## config.mk

```make
export PLATFORM = sky130hd
export DESIGN_NAME = apb_arbiter
export DESIGN_NICKNAME = d
export VERILOG_FILES = /design/src/rtl/apb_arbiter_pkg.sv /design/src/rtl/apb_arbiter_rr_arb2.sv /design/src/rtl/apb_arbiter.sv
export SDC_FILE = /design/constraint.sdc
export NUM_CORES = 1
export LEC_CHECK = 0
export CORE_AREA = 2 2 124 126
export CTS_CLUSTER_DIAMETER = 80
export DETAILED_ROUTE_END_ITERATION = 10
export DIE_AREA = 0 0 126 128
export PLACE_DENSITY = 0.55
export SYNTH_ARGS = -nofsm -noshare
export SYNTH_HDL_FRONTEND = slang
export SYNTH_SLANG_ARGS = --single-unit
export TNS_END_PERCENT = 30
```

## constraint.sdc

```tcl
create_clock -name pclk -period 1.3 [get_ports pclk]
set_input_delay 0.13 -clock pclk [delete_from_list [all_inputs] [get_ports pclk]]
set_output_delay 0.13 -clock pclk [all_outputs]
set_load 0.1 [all_outputs]
```

## src/rtl/apb_arbiter_pkg.sv

```systemverilog
// Shared constants for the two-port APB arbiter: FSM encodings and port count.
package apb_arbiter_pkg;

  localparam logic [1:0] ST_IDLE   = 2'd0;
  localparam logic [1:0] ST_SETUP  = 2'd1;
  localparam logic [1:0] ST_ACCESS = 2'd2;

  localparam int NPORTS = 2;

endpackage

```

## src/rtl/apb_arbiter_rr_arb2.sv

```systemverilog
// Two-requester round-robin picker: on a tie the port that did not win last time wins.
module apb_rr_arb2
  import apb_arbiter_pkg::*;
(
  input  logic [1:0] req,
  input  logic       last_grant,
  output logic       grant,
  output logic       valid
);

  always_comb begin
    valid = |req;
    grant = 1'b0;
    if (&req) begin
      grant = ~last_grant;
    end else if (req[1]) begin
      grant = 1'b1;
    end
  end

endmodule

```

## src/rtl/apb_arbiter.sv

```systemverilog
// Shares one APB slave between two requesters with per-transfer round-robin grant,
// regenerated SETUP/ACCESS phases and a wait-state watchdog that forces perr.
module apb_arbiter
  import apb_arbiter_pkg::*;
#(
  parameter int ADDR_WIDTH = 32,
  parameter int DATA_WIDTH = 32,
  parameter int TIMEOUT    = 16
) (
  input  logic                  pclk,
  input  logic                  rst,
  input  logic [ADDR_WIDTH-1:0] m0_paddr,
  input  logic [DATA_WIDTH-1:0] m0_pdata,
  input  logic                  m0_psel,
  input  logic                  m0_penable,
  input  logic                  m0_pwrite,
  input  logic [3:0]            m0_pstb,
  output logic [DATA_WIDTH-1:0] m0_prdata,
  output logic                  m0_pready,
  output logic                  m0_perr,
  input  logic [ADDR_WIDTH-1:0] m1_paddr,
  input  logic [DATA_WIDTH-1:0] m1_pdata,
  input  logic                  m1_psel,
  input  logic                  m1_penable,
  input  logic                  m1_pwrite,
  input  logic [3:0]            m1_pstb,
  output logic [DATA_WIDTH-1:0] m1_prdata,
  output logic                  m1_pready,
  output logic                  m1_perr,
  output logic [ADDR_WIDTH-1:0] s_paddr,
  output logic [DATA_WIDTH-1:0] s_pdata,
  output logic                  s_pwrite,
  output logic [3:0]            s_pstb,
  output logic                  s_psel,
  output logic                  s_penable,
  input  logic [DATA_WIDTH-1:0] s_prdata,
  input  logic                  s_pready,
  input  logic                  s_perr
);

  localparam int WDOG_W = $clog2(TIMEOUT);
  localparam logic [WDOG_W-1:0] WDOG_MAX = WDOG_W'(TIMEOUT - 1);

  logic [1:0]        state_reg, state_next;
  logic              grant_reg, last_grant_reg;
  logic [WDOG_W-1:0] wdog_reg;
  logic              arb_grant, arb_valid;
  logic              busy, in_access, xfer_ok, xfer_tmo, wdog_hit;

  logic [ADDR_WIDTH-1:0] m_paddr  [NPORTS];
  logic [DATA_WIDTH-1:0] m_pdata  [NPORTS];
  logic [DATA_WIDTH-1:0] m_prdata [NPORTS];
  logic [3:0]            m_pstb   [NPORTS];
  logic [NPORTS-1:0]     m_psel, m_pwrite, m_pready, m_perr;

  // penable from the requesters carries no information the regenerated phases need.
  logic unused_penable;
  assign unused_penable = m0_penable ^ m1_penable;

  assign m_paddr[0] = m0_paddr;
  assign m_paddr[1] = m1_paddr;
  assign m_pdata[0] = m0_pdata;
  assign m_pdata[1] = m1_pdata;
  assign m_pstb[0]  = m0_pstb;
  assign m_pstb[1]  = m1_pstb;
  assign m_psel     = {m1_psel, m0_psel};
  assign m_pwrite   = {m1_pwrite, m0_pwrite};

  apb_rr_arb2 u_arb (
    .req        (m_psel),
    .last_grant (last_grant_reg),
    .grant      (arb_grant),
    .valid      (arb_valid)
  );

  assign busy      = (state_reg != ST_IDLE);
  assign wdog_hit  = (wdog_reg == WDOG_MAX);
  // Completion is suppressed while rst is high so an abandoned transfer never pulses pready.
  assign in_access = (state_reg == ST_ACCESS) && !rst;
  assign xfer_ok   = in_access && s_pready;
  assign xfer_tmo  = in_access && !s_pready && wdog_hit;

  always_comb begin
    state_next = state_reg;
    case (state_reg)
      ST_IDLE:   if (arb_valid) state_next = ST_SETUP;
      ST_SETUP:  state_next = ST_ACCESS;
      ST_ACCESS: if (s_pready || wdog_hit) state_next = ST_IDLE;
      default:   state_next = ST_IDLE;
    endcase
  end

  always_ff @(posedge pclk) begin
    if (rst) begin
      state_reg      <= ST_IDLE;
      grant_reg      <= 1'b0;
      last_grant_reg <= 1'b1;
      wdog_reg       <= '0;
    end else begin
      state_reg <= state_next;
      if (state_reg == ST_IDLE && arb_valid) begin
        grant_reg      <= arb_grant;
        last_grant_reg <= arb_grant;
      end
      if (state_reg == ST_ACCESS && state_next == ST_ACCESS) begin
        wdog_reg <= wdog_reg + 1'b1;
      end else begin
        wdog_reg <= '0;
      end
    end
  end

  assign s_psel    = busy;
  assign s_penable = (state_reg == ST_ACCESS);
  assign s_paddr   = busy ? m_paddr[grant_reg]  : '0;
  assign s_pdata   = busy ? m_pdata[grant_reg]  : '0;
  assign s_pwrite  = busy ? m_pwrite[grant_reg] : 1'b0;
  assign s_pstb    = busy ? m_pstb[grant_reg]   : 4'd0;

  for (genvar gi = 0; gi < NPORTS; gi++) begin : g_resp
    logic sel;
    assign sel          = (grant_reg == 1'(gi));
    assign m_pready[gi] = sel && (xfer_ok || xfer_tmo);
    assign m_perr[gi]   = sel && ((xfer_ok && s_perr) || xfer_tmo);
    assign m_prdata[gi] = (sel && xfer_ok) ? s_prdata : '0;
  end

  assign m0_pready = m_pready[0];
  assign m1_pready = m_pready[1];
  assign m0_perr   = m_perr[0];
  assign m1_perr   = m_perr[1];
  assign m0_prdata = m_prdata[0];
  assign m1_prdata = m_prdata[1];

endmodule

```

# Word level (Yosys, flattened, before mapping)
# Index checks and enable logic that the tools add are counted.
# op_classes
magnitude_cmp,2
mux,22
bitwise_logic,4
eq_ne,4
n_addsub,1
n_reduce_logical,23
# op_table
op,n
$mux 32,10
$mux 4,4
$logic_and 1x1->1,13
$pmux 2 s3,1
$mux 1,5
$add 4x1->4 const B,1
$eq 2x2->1 const B,2
$eq 4x4->1 const B,1
$mux 2,2
$reduce_or 2->1,2
$logic_or 1x1->1,3
$not 1->1,3
$eq 2x1->1 const B,1
$ge 2x2->1 const B,1
$logic_not 1->1,2
$logic_not 2->1,1
$lt 1x2->1 const B,1
$not 1->2,1
$reduce_and 2->1,1
$reduce_bool 2->1,1
# totals
elab_cells,60
register_bits,8
in_bits,178
out_inout_bits,139

# Longest topological paths before layout
# logic_depth
word_depth,8
ltp_mapped,4
depth_no_buf,4

# Cells and area by module
# From an unflattened synthesis, not the netlist that was laid out.
# hier_totals
cells_unflattened,268
area_unflattened_um2,1891.8
# modules_own_cells
mod,area_each_um2,seq_area_each_um2,instances,cells_each
apb_arbiter,1878.1,160.2,1,266
apb_rr_arb2,13.8,0.0,1,2

# Worst setup path after synthesis
# OpenSTA, ideal clock, no wires.
# synth_timing
path_kind,reg-to-output
start,register state_reg[1]
end,output port m0_perr
n_path_buf,0
t_arrival_ns,2.871
path_stages_with_launch,3
setup_slack_ns,-1.701
required_ns,1.170
path_cell_list,dfxtp_1 -> or3b_1 -> nor3_1
# synth_via
elab_chain_cells,6
elab_cells_between_ends,8
classes_between,eq/ne: 1; reduce/logical: 7
# synth_lines
element,line_no,text
"start, declared",apb_arbiter.sv:44,"logic [1:0] state_reg, state_next;"
"start signal, assigned",apb_arbiter.sv:100,state_reg <= state_next;
$eq 2x2->1 (*),apb_arbiter.sv:79,assign in_access = (state_reg == ST_ACCESS) && !rst;
$logic_and 1x1->1 (*),apb_arbiter.sv:79,
"$logic_and 1x1->1, on equally long branches","apb_arbiter.sv:80, apb_arbiter.sv:81",
"$logic_and 1x1->1, on equally long branches","apb_arbiter.sv:124, apb_arbiter.sv:81",
$logic_or 1x1->1 (*),apb_arbiter.sv:124,assign m_perr[gi] = sel && ((xfer_ok && s_perr) || xfer_tmo);
$logic_and 1x1->1 (*),apb_arbiter.sv:124,
"end, declared",apb_arbiter.sv:20,"output logic m0_perr,"
# Mark *: on every way between the ends. The rest lies on a longest branch, timed or not.

# Worst setup path in the final report
# layout_timing
start,"register grant_reg, in the netlist g_resp[1].sel"
end,output port s_pstb[3]
# layout_via
elab_chain_cells,5
# layout_lines
element,line_no,text
"start, declared",apb_arbiter.sv:45,"logic grant_reg, last_grant_reg;"
"start signal, assigned",apb_arbiter.sv:102,grant_reg <= arb_grant;
$not 1->2 (implied by the code),apb_arbiter.sv:118,assign s_pstb = busy ? m_pstb[grant_reg] : 4'd0;
$mux 4 (implied by the code) (3 in series),apb_arbiter.sv:118,
$mux 4,apb_arbiter.sv:118,
"end, declared",apb_arbiter.sv:33,"output logic [3:0] s_pstb,"
# Every way passes these cells. The select of a mux whose other input is x is not followed.

==> key figures <==
GRT
  – Routing usage on met2: 30.8%
  – Global-route wire length before repair: 19100 um
  – Met3 Track Usage GR: 3.84%
  – Total track usage: 15.0%
  – Initial antenna violation count: 1
  – GR Overflow Total: 0
  – GR peak layer: met2
  – Met1 Use GR: 15.3%
  – Largest net degree at the start of global routing: 33
  – Vias in the first global route: 3360

Clock tree
  – CTS Buf Count: 3
  – Clock-pin slew on the worst setup and hold paths: 40 ps
  – H-tree depth: 1
  – Clock Latency Late Sink: 240 ps
  – Root Buffer: clkbuf_16
  – Clock buffer depth: 2
  – CTS tree: done
  – Clock Sinks: 8

Layout
  – Final Util: 54.9%
  – Final Instance Area: 0.00816 mm2
  – Area Overhead vs Synth: 349%
  – Max reg flops: 4
  – Net count, final: 792
  – Number of diodes: 0
  – Layout Cells excl Fill: 800
  – Share of layout cells above drive strength 1: 61.6%

Floorplanning
  – Core ar.: 0.0149 mm2
  – Die Y-Extent: 128 um
  – # IOs: 317
  – Initial Util: 12.2%
  – Die area: 0.0161 mm2
  – Width of the die: 126 um
  – # rows: 45

Timing
  – Slew @ Worst Pin: 278 ps
  – Hold Vio Cnt, Final: 0
  – Final worst slack: -372 ps
  – Max Fclk: 0.598 GHz
  – RSZ-0062 raised after global routing: yes
  – Setup violations, final: 145
  – Slew margin rel.: 80.9%
  – Clk_skew: 3.12 ps
  – Final min period: 1670 ps
  – Hold slack: 431 ps
  – Fin. max-slew vios: 0
  – Fin crit share: 129%

Synth
  – Top cells by area, synth: mux2i_1 (39%), and2_1 (22%), nor2_1 (16%), dfxtp_1 (8.8%), buf_2 (2.5%)
  – Largest family of logic cells by synthesized area: simple AND/OR/NAND/NOR gates
  – Yosys top cell by area: mux2i_1
  – Post-synthesis simple-gate area fraction: 44.3%
  – Mux share of post-synthesis cell area: 38.6%
  – Seq cells post-synth: 8
  – Synth async-reset ratio: 0%
  – Synthesized cell area: 0.00182 mm2
  – Synth Area in Compound Gates: 1.24%
  – Sequential area share after synthesis: 8.82%
  – Number of flops mapped to enable cells by yosys: 0
  – Most frequent cell after synthesis: nor2_1
  – Syn_area_per_cell: 6.83 um2
  – Prevailing post-synth register cell: dfxtp_1
  – Top-area cell type share of the netlist area: 38.6%
  – Synth top cells by count: nor2_1 (79), mux2i_1 (70), and2_1 (64), clkbuf_1 (12), buf_2 (9)
  – Distinct cells, synth: 25
  – Syn nets: 445
  – Syn Inst Count: 266
  – Synthesized-area fraction occupied by adder cells: 0.689%
  – Xor/xnor share of the synthesized area: 0.965%
  – Yosys Warn Count: 0

Route
  – DR WL/cell: 17.5 um
  – Drc violations: 0
  – Via Count: 3281
  – DRT Pass-1 Iters: 4
  – 1st-iter DRT viols: 85
  – Routed vias/inst: 4.10
  – Antenna Nets Post-Route: 0
  – Total wire length: 14000 um

Power
  – Leakage: 3.09 nW
  – Overall power: 0.00602 W
  – PwrDens: 738 mW/mm2
  – Internal power: 0.00289 W
  – Logic pwr share: 86.3%
  – Clock share of power: 9.1%
  – VDD IR max: 0.575 mV
  – Switching Power: 0.00313 W
  – Seq pwr share: 4.7%
  – Sw frac: 51.9%

Setup path
  – WP data required: 1170 ps
  – Crit path kind: reg2out
  – Crit path launch type: flip-flop
  – Reg2Reg Depth: 3
  – CP endpoint kind: output pin
  – Worst path arrival time: 1540 ps
  – R2r setup slk: -110 ps
  – CP Max Fanout: 20

Place
  – IO buf count: 314
  – Placer congestion estimate: 0.808
  – Cells after DPL: 778
  – Hpwl dp: 10600 um
  – Placed cell area: 0.00705 mm2

Flow run
  – Max-cap viol count: 0

Worst hold path
  – Hold Crit Class: in2reg
  – Cells on Worst Hold Path: 3

Outcome
  – Outcome: finished with violations
  – Violated checks: negative setup slack
per-stage QoR:
stage	setup slack, ps	TNS (ps)
2_1_floorplan	-894	-80440
3_3_place_gp	-380	-31370
3_5_place_dp	-399	-31780
4_1_cts	-372	-45180
5_1_grt	-414	-51510
6_report	-372	-44350
routing by layer:
metal  part of all wire [%]  vias to the layer above
li1                       -                     1567
met1                     34                     1516
met2                     56                      184
met3                    8.6                       14
met4                    1.2                        0
met5                      0                        -
cell families after synthesis:
kind of cell	count (synthesis)
buffers and inverters	23
XOR/XNOR	2
multiplexers	70
adder cells (fa/ha/maj)	1
AO/OA/AOI/OAI	3
flip-flops	8
AND/OR/NAND/NOR	159
path summary, 6_finish.rpt:
path,from,endpoint
worst max-delay path,g_resp[1].sel$_SDFFE_PP0P_,s_pstb[3]
worst min-delay path,rst,state_reg[0]$_SDFF_PP0_
worst max register to register,state_reg[1]$_SDFF_PP0_,last_grant_reg$_SDFFE_PP1P_
worst min register to register,wdog_reg[0]$_SDFF_PP0_,wdog_reg[0]$_SDFF_PP0_
power groups by stage:
| stage | Sequential [W] | Combinational, W | Clock, W |
|---|---|---|---|
| finish | 0.000280 | 0.00519 | 0.000545 |
| global route | 0.000282 | 0.00536 | 0.000571 |
| CTS | 0.000288 | 0.00498 | 0.000554 |
| detailed placement | 0.000291 | 0.00454 | 0 |
| global placement | 0.000290 | 0.00451 | 0 |
| floorplan | 0.000275 | 0.00252 | 0 |
worst max-delay path: stages, from the launching register on:
cell and delay [ps]:
dfxtp_4 370, buf_12 130, buf_16 190, mux2i_2 250, nor2_2 50, buf_4 140, buf_12 160
cells in the final DEF (no fill, tap or decap), drive strengths merged, types with 2 or more instances in the layout:
master	Yosys	layout
buf	9	183
clkdlybuf4s50	0	174
nor2	79	79
mux2i	70	70
and2	64	64
clkbuf	12	9
dfxtp	8	8
nor3	4	4
nand3	2	2
inv	2	2
or3b	2	2
what timing repair did:
action | in CTS | in global routing
setup endpoints to repair | 146 | 146
hold buffers | 0 | 0
pin swaps | 18 | 41
gates resized for setup | 129 | 88
buffers inserted | 4 | 6
cloned | 2 | 7
cell type report:
| class | count | area, um2 |
|---|---|---|
| multi-input combinational | 235 | 2400 |
| tap | 188 | 235 |
| fill | 1264 | 6710 |
| clock buffer | 4 | 78.8 |
| inverter | 2 | 7.51 |
| sequential | 8 | 174 |
| timing repair buffer | 363 | 5270 |
Power figures use the tool's default switching activity.
